<file path="src/rtl/interval_timer_ctrl.sv">
// Interval timer: counts 0..period_reg, pulses tick on each terminal count,
// supports periodic and one-shot modes with pause/resume/abort.
module interval_timer_ctrl #(
  parameter int WIDTH = 8
) (
  input  logic             clk,
  input  logic             rst,
  input  logic             cfg_load,
  input  logic [WIDTH-1:0] cfg_period,
  input  logic             cfg_mode,
  input  logic             start,
  input  logic             stop,
  output logic [WIDTH-1:0] count,
  output logic             busy,
  output logic             tick,
  output logic             done
);

  typedef enum logic [1:0] {S_IDLE, S_RUN, S_HOLD, S_DONE} state_e;

  localparam logic [WIDTH-1:0] ONE = WIDTH'(1);

  state_e           state_q, state_d;
  logic [WIDTH-1:0] count_q, count_d;
  logic [WIDTH-1:0] period_q, period_d;
  logic             mode_q, mode_d;
  logic             tick_q, tick_d;

  always_comb begin
    state_d  = state_q;
    count_d  = count_q;
    period_d = period_q;
    mode_d   = mode_q;
    tick_d   = 1'b0;

    // Config is only accepted while the counter is not in flight.
    if (cfg_load && (state_q == S_IDLE || state_q == S_DONE)) begin
      period_d = cfg_period;
      mode_d   = cfg_mode;
    end

    case (state_q)
      S_IDLE: begin
        count_d = '0;
        if (start && !stop) state_d = S_RUN;
      end
      S_RUN: begin
        // A stop on the terminal cycle defers the tick until after resume.
        if (stop) begin
          state_d = S_HOLD;
        end else if (count_q == period_q) begin
          tick_d = 1'b1;
          if (mode_q) count_d = '0;
          else        state_d = S_DONE;
        end else begin
          count_d = count_q + ONE;
        end
      end
      S_HOLD: begin
        if (stop) begin
          state_d = S_IDLE;
          count_d = '0;
        end else if (start) begin
          state_d = S_RUN;
        end
      end
      S_DONE: begin
        if (stop) begin
          state_d = S_IDLE;
          count_d = '0;
        end else if (start) begin
          state_d = S_RUN;
          count_d = '0;
        end
      end
      default: begin
        state_d = S_IDLE;
        count_d = '0;
      end
    endcase
  end

  always_ff @(posedge clk) begin
    if (rst) begin
      state_q  <= S_IDLE;
      count_q  <= '0;
      tick_q   <= 1'b0;
      period_q <= '1;
      mode_q   <= 1'b0;
    end else begin
      state_q  <= state_d;
      count_q  <= count_d;
      tick_q   <= tick_d;
      period_q <= period_d;
      mode_q   <= mode_d;
    end
  end

  assign count = count_q;
  assign tick  = tick_q;
  assign busy  = (state_q == S_RUN);
  assign done  = (state_q == S_DONE);

endmodule

</file>
<file path="config.mk">
export PLATFORM = sky130hd
export DESIGN_NAME = interval_timer_ctrl
export DESIGN_NICKNAME = d
export VERILOG_FILES = /design/src/rtl/interval_timer_ctrl.sv
export SDC_FILE = /design/constraint.sdc
export NUM_CORES = 1
export LEC_CHECK = 0
export ABC_CLOCK_PERIOD_IN_PS = 3400
export BUFFER_PORTS_ARGS = -buffer_cell sky130_fd_sc_hd__buf_2
export CAP_MARGIN = 5
export CORE_ASPECT_RATIO = 0.7
export CORE_UTILIZATION = 38
export CTS_CLUSTER_SIZE = 40
export DETAILED_ROUTE_END_ITERATION = 10
export PLACE_DENSITY = 0.68
export REMOVE_ABC_BUFFERS = 1
export SYNTH_ARGS = -nofsm -noshare
export SYNTH_HDL_FRONTEND = slang
export SYNTH_SLANG_ARGS = --single-unit
</file>
<file path="constraint.sdc">
create_clock -name clk -period 3.4 [get_ports clk]
set_input_delay 0.34 -clock clk [delete_from_list [all_inputs] [get_ports clk]]
set_output_delay 0.34 -clock clk [all_outputs]
set_load 0.02 [all_outputs]
</file>
==> out/qor.txt, run 1 <==
status -> completed
top cell type's share of synthesized area -> 34.5%
min Tclk post-route -> 2190 ps
met3 wire len -> 130 um
Initial DRT Pass Iterations -> 4
synthesized flop and latch total -> 20
first-pass GRT wire length -> 3.82 mm
max_cap viols -> 0
slowest stage cell, crit path -> or4_1
I/O pins -> 25
Synth Instances -> 121
uppermost layer routed -> met4
TritonCTS buffer count -> 3
final WL -> 2.34 mm
n_diodes -> 0
WS Path Type -> reg -> reg
root buf cell -> clkbuf_8
sequential element share of the synthesized area -> 34.5%
worst path bufs/invs -> 1
Worst Setup EP -> count[7]$_SDFFE_PP0P_
Synth area leader -> dfxtp_1
H-tree levels -> 1
clock sink total -> 20
met2 routed WL -> 1.08 mm
total track usage -> 16.1%
row count -> 16
worst path cell trace -> inv_1 -> ha_1 -> nand2b_1 -> or4_1 -> a21o_1 -> or4_1 -> o221ai_1
final period utilization -> 64.3%
post-route ant nets -> 0
max-slew violation count -> 0
CP peak stage delay -> 470 ps
Worst path top cell family by delay -> simple AND/OR/NAND/NOR gates
RR Startpoint -> state_q[1]$_SDFFE_PP0P_
cell depth of the worst hold path -> 2
final setup violating endpoints -> 0
CTS clk-pin slew, worst paths -> 80 ps
synth unique cells -> 29
f_max -> 457 MHz
proportion of layout cells with a drive suffix above 1 -> 25.0%
wl on met1 -> 1.10 mm
Vias/cell -> 5.18
Total Neg Setup Slack -> 0 ps
slew margin rel. -> 73.3%
vias in the first global route -> 831
area grow syn2layout -> 20.4%
Critical Path Stages -> 7
final RePlAce weighted congestion -> 0.828
CTS tree -> done
syn_area_per_cell -> 9.59 um2
DRT iter0 DRCs -> 32
Vias -> 954
Port Buffer Count -> 24
Leak Pwr -> 0.000564 uW
reg-to-reg endpoint -> count[7]$_SDFFE_PP0P_
Synth area leaders -> dfxtp_1 35%, ha_1 7.6%, nor2b_1 6.5%
crit path from -> state_q[1]$_SDFFE_PP0P_
dpl cells -> 180
Mapped Area -> 1160 um2
largest net degree at the start of global routing -> 18
Die Footprint -> 3280 um2
PwrDens -> 620 nW/um2
cts repair resizes -> 0
Critical Path AT -> 2370 ps
initial antenna violation count -> 0
Crit path top cell by count -> or4_1
Final #Nets -> 170
post-CTS setup buffers -> 0
core area -> 2840 um2
Overflow after GRT -> 0
data required time of the worst path -> 3590 ps
CTS Hold Bufs -> 0
VDD IR max -> 0.314 mV
Initial Util -> 40.8%
RSZ-0062 raised after global routing -> false
# DRC -> 0
worst hold path class -> in -> reg
post-DP HPWL -> 1.84 mm
clk_lat worst skew -> 260 ps
CP startpoint kind -> register
setup slack, reg-to-reg -> 1210 ps
reg2reg path depth -> 7
non-filler cells, final -> 184
slew of the pin with the lowest slew margin -> 400 ps
clk buf depth -> 2
CP max FO -> 7
WL/cell -> 12.7 um
die extent in x -> 68.0 um
Power, Total -> 865 uW
CP endpoint kind -> register
Worst Skew -> 4.39 ps
chip height -> 48.2 um
Ys Warns -> 0
final hold violations -> 0
layout by cell type, fill, tap and decap left out:
cell type	n
xor2_1	8
o21a_1	1
a211o_1	8
bufinv_16	1
clkbuf_8	3
or2b_1	1
buf_2	24
o221ai_2	5
a32oi_1	1
o21ai_0	3
nand3b_1	1
nand2_2	1
buf_4	1
dfxtp_1	20
or3_1	7
o21ai_1	1
ha_1	7
a21oi_1	2
nand2_1	7
a21o_1	1
nor2_1	2
or4_1	2
nor4_4	2
o31ai_1	1
nand2b_1	7
nand3_1	2
o221ai_1	1
nor2b_1	12
o32a_1	1
mux2i_1	4
inv_1	9
nor3_1	2
where the power goes:
| part | internal (uW) | leakage (uW) | switching [uW] |
|---|---|---|---|
| Clock | 157 | 0.0000357 | 80.0 |
| Sequential | 279 | 0.000164 | 40.2 |
| Combinational | 136 | 0.000365 | 173 |
| Total | 573 | 0.000564 | 293 |
area by class of cell:
cell class                 instances  area, um2
inverter                           9       33.8
clock inverter                     1       30.0
tap                               36       45.0
timing repair buffer              25        128
multi-input combinational         90        718
fill                             289       1450
clock buffer                       3       41.3
sequential                        20        400
registers in the layout, summed over array words and instances (netlist names):
signal and flops:
tick 1, count 8, mode_q 1, state_q 2, period_q 8
worst min-delay path by stage:
stage | startpoint | end | slack [ps]
CTS | cfg_period[2] | period_q[2]$_SDFFE_PP1P_ | 270
global placement | state_q[1]$_SDFFE_PP0P_ | state_q[1]$_SDFFE_PP0P_ | 500
global route | cfg_period[7] | period_q[7]$_SDFFE_PP1P_ | 270
floorplan | rst | mode_q$_SDFFE_PP0P_ | 410
finish | cfg_period[2] | period_q[2]$_SDFFE_PP1P_ | 280
detailed placement | state_q[1]$_SDFFE_PP0P_ | state_q[1]$_SDFFE_PP0P_ | 520
kinds of logic after synthesis:
kind of cell / synth area share [%]
compound gates: 19.4
xor+xnor: 6.04
fa+ha+maj: 7.55
buf+inv: 3.56
flops: 34.5
mux: 3.45
simple gates: 25.5
synthesized netlist by cell type:
cell      count
or2b_1        1
or3_1         7
nand2_1       7
o32a_1        1
nand3_1       2
o221ai_2      5
o21a_1        1
nand2b_1      7
xor2_1        8
nor3_1        2
or4_1         2
o21ai_0       3
o21ai_1       1
nor2_1        2
a32oi_1       1
dfxtp_1      20
mux2i_1       4
o31ai_1       1
a21o_1        1
nand2_2       1
nor2b_1      12
a211o_1       8
inv_1         9
ha_1          7
a21oi_1       2
nand3b_1      1
o221ai_1      1
nor4_4        2
clkbuf_1      2
metrics by stage:
stage	area [um2]	hold WS (ps)	utilization (%)	setup slack (ps)
floorplan	1150	412	-	1270
global placement	1330	499	46.6	1340
detailed placement	1330	517	46.6	1240
CTS	1400	275	49.1	1220
global route	1400	273	49.1	1060
finish	1400	278	49.1	1210
metal layers:
metal | vias up | GRT usage, %
met5 | - | 0
met4 | 0 | 5.00
met3 | 4 | 5.37
met2 | 30 | 26.7
met1 | 434 | 20.2
li1 | 486 | -
(Power assumes the default switching activity.)
==> run 2, diff against run 1 <==
--- a/config.mk
+++ b/config.mk
@@ -5,7 +5,7 @@
 export SDC_FILE = /design/constraint.sdc
 export NUM_CORES = 1
 export LEC_CHECK = 0
-export ABC_CLOCK_PERIOD_IN_PS = 3400
+export ABC_CLOCK_PERIOD_IN_PS = 2100
 export BUFFER_PORTS_ARGS = -buffer_cell sky130_fd_sc_hd__buf_2
 export CAP_MARGIN = 5
 export CORE_ASPECT_RATIO = 0.7
==> constraint.sdc (replaced) <==
create_clock -name clk -period 2.1 [get_ports clk]
set_input_delay 0.21 -clock clk [delete_from_list [all_inputs] [get_ports clk]]
set_output_delay 0.21 -clock clk [all_outputs]
set_load 0.02 [all_outputs]
==> run 2 against run 1 <==
Sequential cell count unchanged. Clock skew about the same. Combinational power increased by 75%. Critical path depth decreased by 1. Final cell count increased by 4.3%. Power increased by 67%. Critical endpoint unchanged. Largest cell class unchanged. Largest power group is now combinational logic.
==> out/qor.txt, run 2 (same netlist as run 1, synthesis figures left out) <==
post-layout util -> 51.5% (+2.3 points)
worst hold path class -> in -> reg
Sw Share -> 33.6% (-0.23 points)
clk buf depth -> 2 (unchanged)
# DRC -> 0 (unchanged)
die extent in x -> 68.0 um (unchanged)
pre-CTS WS -> 38.2 ps (-1200 ps)
root buf cell -> clkbuf_8
slew of the pin with the lowest slew margin -> 408 ps (+8.17 ps)
area grow syn2layout -> 26.1%
row count -> 16 (unchanged)
Clock power frac -> 26.8% (-0.6 points)
CTS clk-pin slew, worst paths -> 80 ps (about the same)
max_cap viols -> 0 (unchanged)
Reg power frac -> 35.7% (-1.2 points)
cell depth of the worst hold path -> 2 (unchanged)
commonest non-fill, non-tap cell in the layout -> buf_2
CTS Hold Bufs -> 0 (unchanged)
n_diodes -> 0 (unchanged)
final RePlAce weighted congestion -> 0.853 (+3.0%)
clock sink total -> 20 (unchanged)
proportion of layout cells with a drive suffix above 1 -> 30.8% (+5.8 points)
status -> completed
RSZ-0062 raised after global routing -> false
CP startpoint kind -> register
core area -> 2840 um2 (unchanged)
Initial Util -> 40.8% (unchanged)
Total Neg Setup Slack -> 0 ps (unchanged)
largest net degree at the start of global routing -> 18 (unchanged)
hold_ws -> 149 ps (-129 ps)
final setup violating endpoints -> 0 (unchanged)
reg2reg path depth -> 6 (-1)
post-route ant nets -> 0 (unchanged)
Leak Pwr -> 0.000603 uW (+6.8%)
CTS tree -> done
Port Buffer Count -> 24 (unchanged)
post-DP HPWL -> 1.83 mm (-0.49%)
CP max FO -> 5 (-2)
final hold violations -> 0 (unchanged)
VDD IR max -> 0.480 mV (+53%)
Final #Nets -> 178 (+4.7%)
Die Footprint -> 3280 um2 (unchanged)
data required time of the worst path -> 2280 ps (-1310 ps)
PwrDens -> 990 nW/um2 (+60%)
vias in the first global route -> 814 (-2.0%)
Internal -> 961 uW (+68%)
final period utilization -> 95.6% (+31 points)
cts repair resizes -> 0 (unchanged)
first-pass GRT wire length -> 3.71 mm (-2.9%)
commonest cells after routing, fill and taps aside -> 24 x buf_2, 19 x dfxtp_1, 12 x nor2b_1
max-slew violation count -> 0 (unchanged)
Vias -> 946 (-0.84%)
Worst Skew -> 4.22 ps (-0.170 ps)
CP endpoint kind -> register
Sw Pwr -> 486 uW (+66%)
Comb power frac -> 37.5% (+1.8 points)
min Tclk post-route -> 2010 ps (-179 ps)
Vias/cell -> 4.93 (-5.0%)
H-tree levels -> 1 (unchanged)
slew margin rel. -> 72.8% (-0.55 points)
WS Path Type -> reg -> reg
initial antenna violation count -> 0 (unchanged)
chip height -> 48.2 um (unchanged)
clk_lat worst skew -> 260 ps (about the same)
f_max -> 498 MHz (+8.9%)
Overflow after GRT -> 0 (unchanged)
DRT iter0 DRCs -> 26 (-19%)
WL/cell -> 12.4 um (-2.0%)
Critical Path AT -> 2190 ps (-180 ps)
I/O pins -> 25 (unchanged)
TritonCTS buffer count -> 3 (unchanged)
final WL -> 2.39 mm (+2.3%)
post-CTS setup buffers -> 0 (unchanged)
Initial DRT Pass Iterations -> 4 (unchanged)
final worst slack -> 91.9 ps (-1120 ps)
total track usage -> 15.7% (-0.39 points)
## run 2: cell types whose count changed in the layout (fill, tap and decap cells not counted)
cell and change:
ha_2 +1, buf_4 +8, inv_2 +1, inv_1 -1, dfxtp_1 -1, ha_1 -1, dfxtp_4 +1
## run 2: critical path: stages, from the launching register on
cell and delay (ps):
dfxtp_4 370, inv_1 70, ha_1 200, or4_1 520
a21o_1 210, or4_1 480, o221ai_1 80
## run 2: power groups by stage
stage | clock (uW) | combinational [uW] | sequential (uW)
6_report | 388 | 542 | 517
5_1_grt | 416 | 605 | 529
4_1_cts | 394 | 541 | 511
3_5_place_dp | 0 | 537 | 519
3_3_place_gp | 0 | 528 | 514
2_1_floorplan | 0 | 388 | 511
## run 2: metrics by stage
stage	instances	total power (uW)	instance area (um2)
floorplan	119	900	1150
detailed placement	188	1060	1390
finish	192	1450	1460
CTS	192	1450	1460
global route	192	1550	1460
global placement	188	1040	1390
## run 2: layout make-up
cell class | instances | area [um2]
well taps | 36 | 45.0
clock buffers | 3 | 41.3
repair buffers | 33 | 188
multi-input cells | 90 | 721
inverters | 9 | 33.8
clock inverters | 1 | 30.0
fillers | 272 | 1380
flip-flops and latches | 20 | 404
## run 2: worst paths after layout
check | slack, ps | endpoint | start
worst max-delay path | 90 | count[7]$_SDFFE_PP0P_ | state_q[0]$_SDFFE_PP0P_
worst min-delay path | 150 | period_q[1]$_SDFFE_PP1P_ | cfg_period[1]
worst max register to register | 90 | count[7]$_SDFFE_PP0P_ | state_q[0]$_SDFFE_PP0P_
worst min register to register | 520 | state_q[0]$_SDFFE_PP0P_ | state_q[0]$_SDFFE_PP0P_
## run 2: layer usage
layer / routed length [um] / GRT usage, % / vias to the layer above
li1: - / - / 499
met1: 1270 / 23.2 / 425
met2: 972 / 23.1 / 22
met3: 144 / 4.91 / 0
met4: 0 / 1.25 / 0
met5: 0 / 0 / -
==> run 3, diff against run 2 <==
--- a/config.mk
+++ b/config.mk
@@ -6,7 +6,7 @@
 export NUM_CORES = 1
 export LEC_CHECK = 0
 export ABC_CLOCK_PERIOD_IN_PS = 2100
-export BUFFER_PORTS_ARGS = -buffer_cell sky130_fd_sc_hd__buf_2
+export BUFFER_PORTS_ARGS = -buffer_cell sky130_fd_sc_hd__clkbuf_2
 export CAP_MARGIN = 5
 export CORE_ASPECT_RATIO = 0.7
 export CORE_UTILIZATION = 38
==> run 3 against run 2 <==
Register-to-register slack about the same. Combinational power barely moved. Setup slack worse by 4.0 ps. Sequential power hardly changed. Sequential cell count did not move. Largest power group unchanged. Highest routed layer is now met4.
==> out/qor.txt, run 3 (same netlist as run 1, synthesis figures left out) <==
min Tclk post-route -> 2010 ps (+3.99 ps)
n_diodes -> 0 (unchanged)
clock sink total -> 20 (unchanged)
core area -> 2840 um2 (unchanged)
worst hold path class -> in -> reg
vias in the first global route -> 873 (+7.2%)
H-tree levels -> 1 (unchanged)
root buf cell -> clkbuf_8
final setup violating endpoints -> 0 (unchanged)
slew of the pin with the lowest slew margin -> 402 ps (-5.94 ps)
worst path bufs/invs -> 1 (unchanged)
PwrDens -> 989 nW/um2 (about the same)
crit path from -> state_q[0]$_SDFFE_PP0P_
dpl cells -> 188 (unchanged)
total track usage -> 16.5% (+0.79 points)
Overflow after GRT -> 0 (unchanged)
worst path cell trace -> inv_1 -> ha_1 -> or4_1 -> a21o_1 -> or4_1 -> o221ai_1
post-layout util -> 51.5% (unchanged)
area grow syn2layout -> 26.1% (unchanged)
max_cap viols -> 0 (unchanged)
met3 wire len -> 107 um (-26%)
Multi-input gate area -> 721 um2 (unchanged)
Initial Util -> 40.8% (unchanged)
commonest non-fill, non-tap cell in the layout -> clkbuf_2
final worst slack -> 87.9 ps (-3.99 ps)
TritonCTS buffer count -> 3 (unchanged)
CTS clk-pin slew, worst paths -> 80 ps (about the same)
Port Buffer Count -> 24 (unchanged)
CTS tree -> done
data required time of the worst path -> 2280 ps (about the same)
CP max FO -> 5 (unchanged)
Sw Share -> 33.6% (-0.048 points)
DRT iter0 DRCs -> 44 (+69%)
proportion of layout cells with a drive suffix above 1 -> 30.8% (unchanged)
hold path start -> cfg_period[2]
I/O pins -> 25 (unchanged)
commonest cells after routing, fill and taps aside -> 24 x clkbuf_2, 19 x dfxtp_1, 12 x nor2b_1
CP peak stage delay -> 520 ps (about the same)
Register Area -> 404 um2 (unchanged)
CP endpoint kind -> register
Clock power frac -> 26.8% (about the same)
non-filler cells, final -> 192 (unchanged)
Die Footprint -> 3280 um2 (unchanged)
pre-CTS WS -> 17.0 ps (-21.2 ps)
WL/cell -> 12.7 um (+2.1%)
clk_lat worst skew -> 260 ps (about the same)
max-slew violation count -> 0 (unchanged)
wl on met1 -> 1.30 mm (+2.3%)
Power, Total -> 1450 uW (about the same)
Critical Path AT -> 2190 ps (about the same)
Internal -> 961 uW (about the same)
die extent in x -> 68.0 um (unchanged)
row count -> 16 (unchanged)
slowest stage cell, crit path -> or4_1
Final #Nets -> 178 (unchanged)
slew margin rel. -> 73.2% (+0.40 points)
Vias/cell -> 5.01 (+1.6%)
WS Path Type -> reg -> reg
CP startpoint kind -> register
Worst Skew -> 0.961 ps (-3.26 ps)
Leak Pwr -> 0.000596 uW (-1.1%)
RSZ-0062 raised after global routing -> false
post-route ant nets -> 0 (unchanged)
chip height -> 48.2 um (unchanged)
Worst path top cell family by delay -> simple AND/OR/NAND/NOR gates
# DRC -> 0 (unchanged)
initial antenna violation count -> 0 (unchanged)
largest net degree at the start of global routing -> 18 (unchanged)
met2 routed WL -> 1.02 mm (+5.1%)
final RePlAce weighted congestion -> 0.845 (-0.90%)
final WL -> 2.44 mm (+2.1%)
final hold violations -> 0 (unchanged)
Sw Pwr -> 485 uW (-0.19%)
fillers -> 276 (+1.5%)
hold_ws -> 146 ps (-2.79 ps)
Comb power frac -> 37.3% (-0.2 points)
Crit path top cell by count -> or4_1
f_max -> 497 MHz (-0.20%)
post-DP HPWL -> 1.92 mm (+5.1%)
final period utilization -> 95.8% (+0.19 points)
Reg power frac -> 35.9% (+0.2 points)
uppermost layer routed -> met4
clk buf depth -> 2 (unchanged)
first-pass GRT wire length -> 3.87 mm (+4.3%)
RR Startpoint -> state_q[0]$_SDFFE_PP0P_
Initial DRT Pass Iterations -> 4 (unchanged)
status -> completed
Vias -> 961 (+1.6%)
VDD IR max -> 0.453 mV (-5.6%)
-- run 3: cell count changes in the layout (fill, tap and decap cells not counted) --
cell      delta
buf_2       -24
clkbuf_2    +24
-- run 3: final cells by class --
class                           instances  share of cell area (%)
Timing Repair Buffer                   33                    12.8
Multi-Input combinational cell         90                    49.3
Inverter                                9                    2.31
Tap cell                               36                    3.08
Clock buffer                            3                    2.82
Clock inverter                          1                    2.05
Sequential cell                        20                    27.6
-- run 3: final timing paths --
path,slack [ps],cells after the start,end
setup / recovery,90,6,count[7]$_SDFFE_PP0P_
hold / removal,150,2,period_q[2]$_SDFFE_PP1P_
setup reg to reg,90,6,count[7]$_SDFFE_PP0P_
hold reg to reg,520,1,state_q[0]$_SDFFE_PP0P_
-- run 3: per-layer routing --
| metal | track usage [%] | vias to the layer above |
|---|---|---|
| met5 | 0 | - |
| met2 | 23.1 | 16 |
| met1 | 23.9 | 441 |
| met4 | 3.75 | 0 |
| li1 | - | 501 |
| met3 | 6.07 | 3 |
-- run 3: power by group through the flow --
| stage | Combinational, uW | Clock [uW] | Sequential [uW] |
|---|---|---|---|
| floorplan | 388 | 0 | 511 |
| global placement | 528 | 0 | 514 |
| detailed placement | 544 | 0 | 520 |
| CTS | 547 | 397 | 513 |
| global route | 607 | 415 | 528 |
| finish | 540 | 388 | 519 |
-- run 3: metrics by stage --
stage | TNS (ps) | area [um2]
detailed placement | 0 | 1390
global placement | 0 | 1390
floorplan | -29.3 | 1150
CTS | 0 | 1460
global route | 0 | 1460
finish | 0 | 1460
-- run 3: timing repair --
item                                    in CTS  in global routing
hold buffers                                 0                  0
pin swaps                                    0                  0
buffers inserted                             0                  0
gates resized for setup                      1                  3
endpoints found under the setup margin       1                  1
